**src/rtl/eth_rx_noc_out.sv**
```systemverilog
// eth_rx_noc_out: turns one received Ethernet frame into a NoC message
// (header flit, metadata flit, payload flits) with length enforcement.
//
// Ports:
//   clk, rst            clock, synchronous active-high reset
//   mac_hdr_val/rdy     frame header handshake (eth hdr, len, timestamp, dst)
//   mac_data_val/rdy    payload beat handshake (512b, last, padbytes)
//   noc_out_val/rdy     NoC flit handshake, noc_out_data 512b flit
//   err_len_mismatch    one-cycle pulse when payload_len and last disagree
//
// Header flit layout, MSB first:
//   dst_x[8] dst_y[8] src_x[8] src_y[8] msg_len[16] msg_type[8]
//   timestamp[64], remaining 392 bits zero.
// Metadata flit: eth_dst[48] eth_src[48] eth_type[16] payload_size[16],
//   remaining 384 bits zero.
module eth_rx_noc_out #(
  parameter int SRC_X = 0,
  parameter int SRC_Y = 0
) (
  input  logic         clk,
  input  logic         rst,
  input  logic         mac_hdr_val,
  output logic         mac_hdr_rdy,
  input  logic [111:0] mac_eth_hdr,
  input  logic [15:0]  mac_payload_len,
  input  logic [63:0]  mac_timestamp,
  input  logic [7:0]   mac_dst_x,
  input  logic [7:0]   mac_dst_y,
  input  logic         mac_data_val,
  output logic         mac_data_rdy,
  input  logic [511:0] mac_data,
  input  logic         mac_data_last,
  input  logic [5:0]   mac_data_padbytes,
  output logic         noc_out_val,
  input  logic         noc_out_rdy,
  output logic [511:0] noc_out_data,
  output logic         err_len_mismatch
);

  localparam logic [7:0] MSG_ETH_RX = 8'h21;

  typedef enum logic [2:0] {
    S_IDLE,
    S_HDR,
    S_META,
    S_DATA,
    S_PAD,
    S_DRAIN
  } state_t;

  state_t         r_state;
  logic [511:0]   r_flit;
  logic [111:0]   r_eth_hdr;
  logic [15:0]    r_plen;
  logic [10:0]    r_remain;
  logic           r_err;

  logic [16:0]    w_sum;
  logic [10:0]    w_dflits;
  logic [15:0]    w_msg_len;
  logic [511:0]   w_hdr_flit;
  logic           w_final;
  logic [5:0]     w_mod;
  logic [511:0]   w_masked;
  logic           w_unused;

  // 17-bit sum so a 65535-byte payload still yields 1024 flits
  assign w_sum     = {1'b0, mac_payload_len} + 17'd63;
  assign w_dflits  = w_sum[16:6];
  assign w_msg_len = {5'd0, w_dflits} + 16'd1;

  assign w_hdr_flit = {
    mac_dst_x, mac_dst_y, 8'(SRC_X), 8'(SRC_Y),
    w_msg_len, MSG_ETH_RX, mac_timestamp, 392'd0
  };

  assign w_final = (r_remain == 11'd1);
  assign w_mod   = r_plen[5:0];

  // padbytes is informational only; length control uses payload_len
  assign w_unused = ^{mac_data_padbytes, w_sum[5:0]};

  // Trailing bytes of the last counted flit beyond payload_len are zeroed
  always_comb begin
    w_masked = mac_data;
    if (w_final && w_mod != 6'd0) begin
      for (int i = 0; i < 64; i++) begin
        if (6'(i) >= w_mod)
          w_masked[511-8*i -: 8] = 8'h00;
      end
    end
  end

  assign mac_hdr_rdy      = (r_state == S_IDLE);
  assign err_len_mismatch = r_err;

  always_comb begin
    mac_data_rdy = 1'b0;
    noc_out_val  = 1'b0;
    noc_out_data = '0;
    case (r_state)
      S_HDR, S_META, S_PAD: begin
        noc_out_val  = 1'b1;
        noc_out_data = r_flit;
      end
      S_DATA: begin
        noc_out_val  = mac_data_val;
        mac_data_rdy = noc_out_rdy;
        noc_out_data = w_masked;
      end
      S_DRAIN: mac_data_rdy = 1'b1;
      default: ;
    endcase
  end

  always_ff @(posedge clk) begin
    if (rst) begin
      r_state   <= S_IDLE;
      r_flit    <= '0;
      r_eth_hdr <= '0;
      r_plen    <= '0;
      r_remain  <= '0;
      r_err     <= 1'b0;
    end else begin
      r_err <= 1'b0;
      unique case (r_state)
        S_IDLE: begin
          if (mac_hdr_val) begin
            r_eth_hdr <= mac_eth_hdr;
            r_plen    <= mac_payload_len;
            r_remain  <= w_dflits;
            r_flit    <= w_hdr_flit;
            r_state   <= S_HDR;
          end
        end
        S_HDR: begin
          if (noc_out_rdy) begin
            r_flit  <= {r_eth_hdr, r_plen, 384'd0};
            r_state <= S_META;
          end
        end
        S_META: begin
          if (noc_out_rdy) begin
            // zeroed here so PAD flits come straight from r_flit
            r_flit  <= '0;
            r_state <= (r_remain == 11'd0) ? S_IDLE : S_DATA;
          end
        end
        S_DATA: begin
          if (mac_data_val && noc_out_rdy) begin
            r_remain <= r_remain - 11'd1;
            if (w_final) begin
              r_err   <= ~mac_data_last;
              r_state <= mac_data_last ? S_IDLE : S_DRAIN;
            end else if (mac_data_last) begin
              r_err   <= 1'b1;
              r_state <= S_PAD;
            end
          end
        end
        S_PAD: begin
          if (noc_out_rdy) begin
            r_remain <= r_remain - 11'd1;
            if (w_final)
              r_state <= S_IDLE;
          end
        end
        S_DRAIN: begin
          if (mac_data_val && mac_data_last)
            r_state <= S_IDLE;
        end
        default: r_state <= S_IDLE;
      endcase
    end
  end

endmodule

```
**config.mk**
```make
export PLATFORM = sky130hd
export DESIGN_NAME = eth_rx_noc_out
export DESIGN_NICKNAME = d
export VERILOG_FILES = /design/src/rtl/eth_rx_noc_out.sv
export SDC_FILE = /design/constraint.sdc
export NUM_CORES = 1
export LEC_CHECK = 0
export CAP_MARGIN = 20
export CORE_AREA = 2 2 493 495
export CTS_BUF_LIST = sky130_fd_sc_hd__clkbuf_4
export DETAILED_ROUTE_END_ITERATION = 8
export DIE_AREA = 0 0 495 497
export PLACE_DENSITY = 0.36
export SETUP_SLACK_MARGIN = 0.2
export SYNTH_ARGS = -nofsm -noshare
export SYNTH_HDL_FRONTEND = slang
export SYNTH_SLANG_ARGS = --single-unit
```
**constraint.sdc**
```tcl
create_clock -name clk -period 4.2 [get_ports clk]
set_input_delay 1.26 -clock clk [delete_from_list [all_inputs] [get_ports clk]]
set_output_delay 1.26 -clock clk [all_outputs]
set_load 0.005 [all_outputs]
```
Word level (Yosys, flattened, before mapping) --
Index checks and enable logic that the tools add are counted.
Storage, ports and cells: flip-flop bits (word level) 655, input port bits 732, logic and storage cells 194
Cells by class: $add $sub $neg 3, $lt $le $gt $ge 64, eq/ne operators 14, mux-type cells 90, bitwise logic cells 3, reduce and logical (&&, ||, !) cells 14
Operator list (number):
- two-way mux 512 bit | 4
- one-hot mux 512 bit (3 select lines) | 1
- one-hot mux 512 bit (2 select lines) | 1
- two-way mux 8 bit | 64
- greater-or-equal comparator 6 bit, first input constant | 32
- greater-or-equal comparator 5 x 6 -> 1 bit, first input constant | 16
- greater-or-equal comparator 4 x 6 -> 1 bit, first input constant | 8
- two-way mux 11 bit | 3
- one-hot mux 11 bit (3 select lines) | 1
- two-way mux 3 bit | 10
- greater-or-equal comparator 3 x 6 -> 1 bit, first input constant | 4
- one-hot mux 3 bit (6 select lines) | 1
- adder 16 x 6 -> 17 bit, second input constant | 1
- inequality test 2 bit, second input constant | 7
- adder 11 x 1 -> 12 bit, second input constant | 1
- greater-or-equal comparator 1 x 6 -> 1 bit, first input constant | 2
- greater-or-equal comparator 2 x 6 -> 1 bit, first input constant | 2
- equality test 11 x 1 -> 1 bit, second input constant | 1
- logical NOT 11 bit | 1
- subtractor 11 x 1 -> 11 bit, second input constant | 1
- AND reduction 4 bit | 2
- AND reduction 8 bit | 1
- equality test 3 x 2 -> 1 bit, second input constant | 2
- equality test 3 bit, second input constant | 2
- other kinds (12) | 20

Longest topological paths before layout --
depth after elaboration 4, depth in mapped cells 10

Worst setup path before layout --
Ideal clock, no wire load.
path type input-to-reg, start point input port mac_payload_len[0], end point register r_flit[472], arrival 3.301 ns, required time 4.097 ns, path slack 0.795 ns, cell stages on the path 8, path buffers 0, cell sequence or4_1 > o21ai_0 > and2b_1 > ha_1 > nand3_1 > a211oi_1 > xnor2_1 > a2111oi_2
Between the ends: cells in the longest elaborated chain, start to end 4
RTL lines:
- start: declaration | RTL line 25 | input logic [15:0] mac_payload_len,
- adder 16 x 6 -> 17 bit | RTL line 68 | assign w_sum = {1'b0, mac_payload_len} + 17'd63;
- adder 11 x 1 -> 12 bit | RTL line 70 | assign w_msg_len = {5'd0, w_dflits} + 16'd1;
- two-way mux 512 bit | RTL line 128 | if (mac_hdr_val) begin
- one-hot mux 512 bit (3 select lines) | RTL line 126 | unique case (r_state)
- end signal: assignment | RTL line 132 | r_flit <= w_hdr_flit;
- end signal: assignment | RTL line 138 | r_flit <= {r_eth_hdr, r_plen, 384'd0};
- end: declaration | RTL line 52 | logic [511:0] r_flit;
No other way between the ends. The select of a mux whose other input is x is not followed. A chain may end at the register's enable or synchronous reset.

Worst setup path in the final report --
start point register r_plen[2], end point output port noc_out_data[148]
Between the ends: cells in the longest elaborated chain, start to end 4, elaborated cells between the ends (all ways) 6
RTL lines:
- start: declaration | RTL line 54 | logic [15:0] r_plen;
- start signal: assignment | RTL line 130 | r_plen <= mac_payload_len;
- greater-or-equal comparator 6 bit or nonzero test 6 bit (tied branches) | RTL line 88, 86
- two-way mux 8 bit or logical AND 1 bit (tied branches) | RTL line 88, 86
- two-way mux 512 bit * | RTL line 86 | if (w_final && w_mod != 6'd0) begin
- one-hot mux 512 bit (2 select lines) * | RTL line 101 | case (r_state)
- end: declaration | RTL line 36 | output logic [511:0] noc_out_data,
Every way passes the cells marked *; elsewhere a longest branch is shown, timed or not.

==> impl_metrics.ini <==
[timing]
holdWs_ps = 449
fin_ws_ps = -369
clock_skew_ps = 88.9
max_slew_margin = 0.351
worst-slew-pin-transition_ps = 963
hold_viol = 0
final_max_slew_viol_count = 0
rsz0062_at_grt = yes
tns_ps = -103150
period_share = 1.09
finalSetupViolCount = 494
period_needed_ps = 4570
fmax_mhz = 219

[route]
dr.pass1.iters = 5
ant_nets = 0
wire_per_inst_microns = 29.5
drt_iter0_drc = 1221
wirelength_microns = 203000
drc = 0
vias = 22900
via_per_inst = 3.32

[die]
io_pins = 1248
die_area_sq_um = 246000
die_h_microns = 497
coreArea_sq_um = 240000
fp.dieW_microns = 495
rows = 180
start_util = 0.0667

[power]
power_w = 0.0166
p_comb_frac = 0.603
switching_share = 0.435
p_clk_frac = 0.167
p_int_w = 0.00936
leakagePower_nw = 15.5
peakVddDrop_mv = 0.310
p_per_area_nw_per_um2 = 415
power.switching_w = 0.00720
p_seq_frac = 0.230

[placement]
pre_cts_slack_ps = 91.6
routabilityCongestion = 0.840
placed_area_sq_um = 34000
place_hpwl_microns = 173000
io_buffer_count = 1241

[setup_path]
reg2reg_depth = 9
crit_required_ps = 2940
path_max_fanout = 7
cp-end-kind = primary output
r2r_setup_slack_ps = 1340
start_kind = flop
arrival_ps = 3310
r2r_start = r_state[1]
r2r-end = r_flit[427]
crit_type = reg2out

[final_layout]
area_delta_synth_final_pct = 149
nets = 4360
fin_area_sq_um = 39900
drive_gt1_frac = 0.412

[clock_tree]
h-tree-depth = 3
numCtsBuffers = 83
clock-root-buffer = clkbuf_4
clock-sinks = 271
cts_tree = built
cts.clk_slew.worst_paths_ps = 60
clockBufferDepth = 3
clock_latency_ps = 970
hold_buffers = 0

[logic_synthesis]
async_flop_share = 0
synth_ff_type = dfxtp_1
ys_top_cells_by_area = dfxtp_1 (34%), and2_1 (15%), nand2_1 (7.6%)
synth_nets = 2814
synth_area_leader_cell = dfxtp_1
yosysSeqAreaShare = 0.339
ys_types = 71
synthCells = 2075
yosysWarnings = 0
syn_avg_cell_area_sq_um = 7.71
synth_top_area_frac = 0.339
synth-seq-cells = 271
synth_edf_count = 0
syn-cell-area_sq_um = 16000

[outcome]
status = finished with violations
violations = setup timing

[min_path]
min_from = r_flit[487]
holdPathStages = 2
whs_endpoint = r_flit[487]
hp-class = reg2reg

[job]
maxCapViolations = 0

[global_routing]
grt_overflow_total = 0
grt_pass1_vias = 23500
grt_usage = 0.158
grt_max_degree = 92
antenna_found_initial = 126
grt_first_pass_wirelength_microns = 253000
-- critical path, stage by stage, from the launching register on --
cell     delay [ps]
dfxtp_2         320
or4_4           540
nor3_4          170
buf_12          140
nor2_4           30
buf_12          140
buf_16          160
buf_4           140
a21oi_4         190
buf_6           150
buf_6            90
and2_4          120
buf_6           120
-- sequential cells by signal, summed over array words and instances (netlist names) --
name,count
r_flit,128
r_plen,16
r_eth_hdr,112
r_remain,11
r_state,3
err_len_mismatch,1
-- through the flow --
stage | util | std cells
floorplan | - | 2075
detailed placement | 0.142 | 6469
CTS | 0.161 | 6816
global route | 0.166 | 6865
global placement | 0.142 | 6469
finish | 0.166 | 6898
-- how the worst max path moves through the flow --
stage                  startpoint           endpoint  cells past startpoint  slack, ps
2_1_floorplan  mac_payload_len[0]        r_flit[472]                      8        800
3_3_place_gp   mac_payload_len[0]        r_flit[468]                     11         90
3_5_place_dp   mac_payload_len[0]        r_flit[472]                      9         90
4_1_cts                 r_plen[0]   noc_out_data[26]                     11       -640
5_1_grt                 r_plen[2]  noc_out_data[129]                     10       -600
6_report                r_plen[2]  noc_out_data[148]                     12       -370
-- power by group through the flow --
stage	Combinational, W	Sequential, W	Clock (W)
floorplan	0.00361	0.00353	0
global placement	0.00860	0.00387	0
detailed placement	0.00859	0.00387	0
CTS	0.00997	0.00383	0.00294
global route	0.0107	0.00389	0.00303
finish	0.00998	0.00381	0.00277
-- layer usage --
metal	up-vias	GRT usage	part of all wire
li1	10500	-	-
met1	11100	0.160	0.35
met2	1009	0.315	0.55
met3	247	0.0454	0.071
met4	74	0.0325	0.026
met5	-	0	0.0024
-- area by class of cell --
class | count | area [sq um]
Timing Repair Buffer | 1633 | 18000
Multi-Input combinational cell | 1625 | 11300
Inverter | 7 | 30.0
Clock inverter | 27 | 205
Sequential cell | 271 | 5450
Antenna cell | 40 | 100
Tap cell | 3185 | 3990
Fill cell | 27200 | 200000
Clock buffer | 110 | 826
-- kinds of logic after synthesis --
logic type,share of synthesized area
buffers and inverters,0.0467
XOR/XNOR,0.00821
AND/OR/NAND/NOR,0.334
multiplexers,0.000704
adder cells (fa/ha/maj),0.00547
AO/OA/AOI/OAI,0.266
flip-flops,0.339
-- Yosys cell counts, types with 7 or more instances --
cell type  instances
o21ai_0           45
a21oi_4           40
nor3_1            94
or2_2              7
clkbuf_1         121
ha_1               7
or3_1              7
a221oi_1          84
a211oi_1          12
nor2_1           116
dfxtp_1          271
nand2_1          325
and2_1           378
a21oi_1          197
a22o_1           128
a31oi_1           13
nand3_1           42
and3_1            25
buf_2             42
xnor2_1           14
-- cell usage in the layout (no fill, tap or decap), types with 13 or more instances in the layout --
cell type        netlist  layout
clkdlybuf4s50_1        0     733
xnor2_1               14      13
nor2_1               116     111
nand2_1              325     323
a21oi_4               40      51
o21ai_0               45      40
diode_2                0      40
buf_4                  2     120
and3_1                25      13
nor3_1                94      91
a221oi_1              84      84
dfxtp_1              271     258
buf_12                 0     169
nand3_1               42      42
and2_4                 0     346
buf_6                  2     469
a22o_1               128     108
a21oi_1              197     189
and2_1               378      32
a22o_4                 0      20
clkinv_1               1      17
buf_8                  0      18
clkbuf_4               0     110
buf_2                 42     100
-- repair_timing --
action                                   CTS  global route
pin swaps                                234           142
resized for setup                       2313           241
hold endpoints to repair                   0             0
gates cloned                               5             0
endpoints found under the setup margin   513           513
buffers inserted                         205            42
No activity file was read; power rests on OpenSTA's default activity.
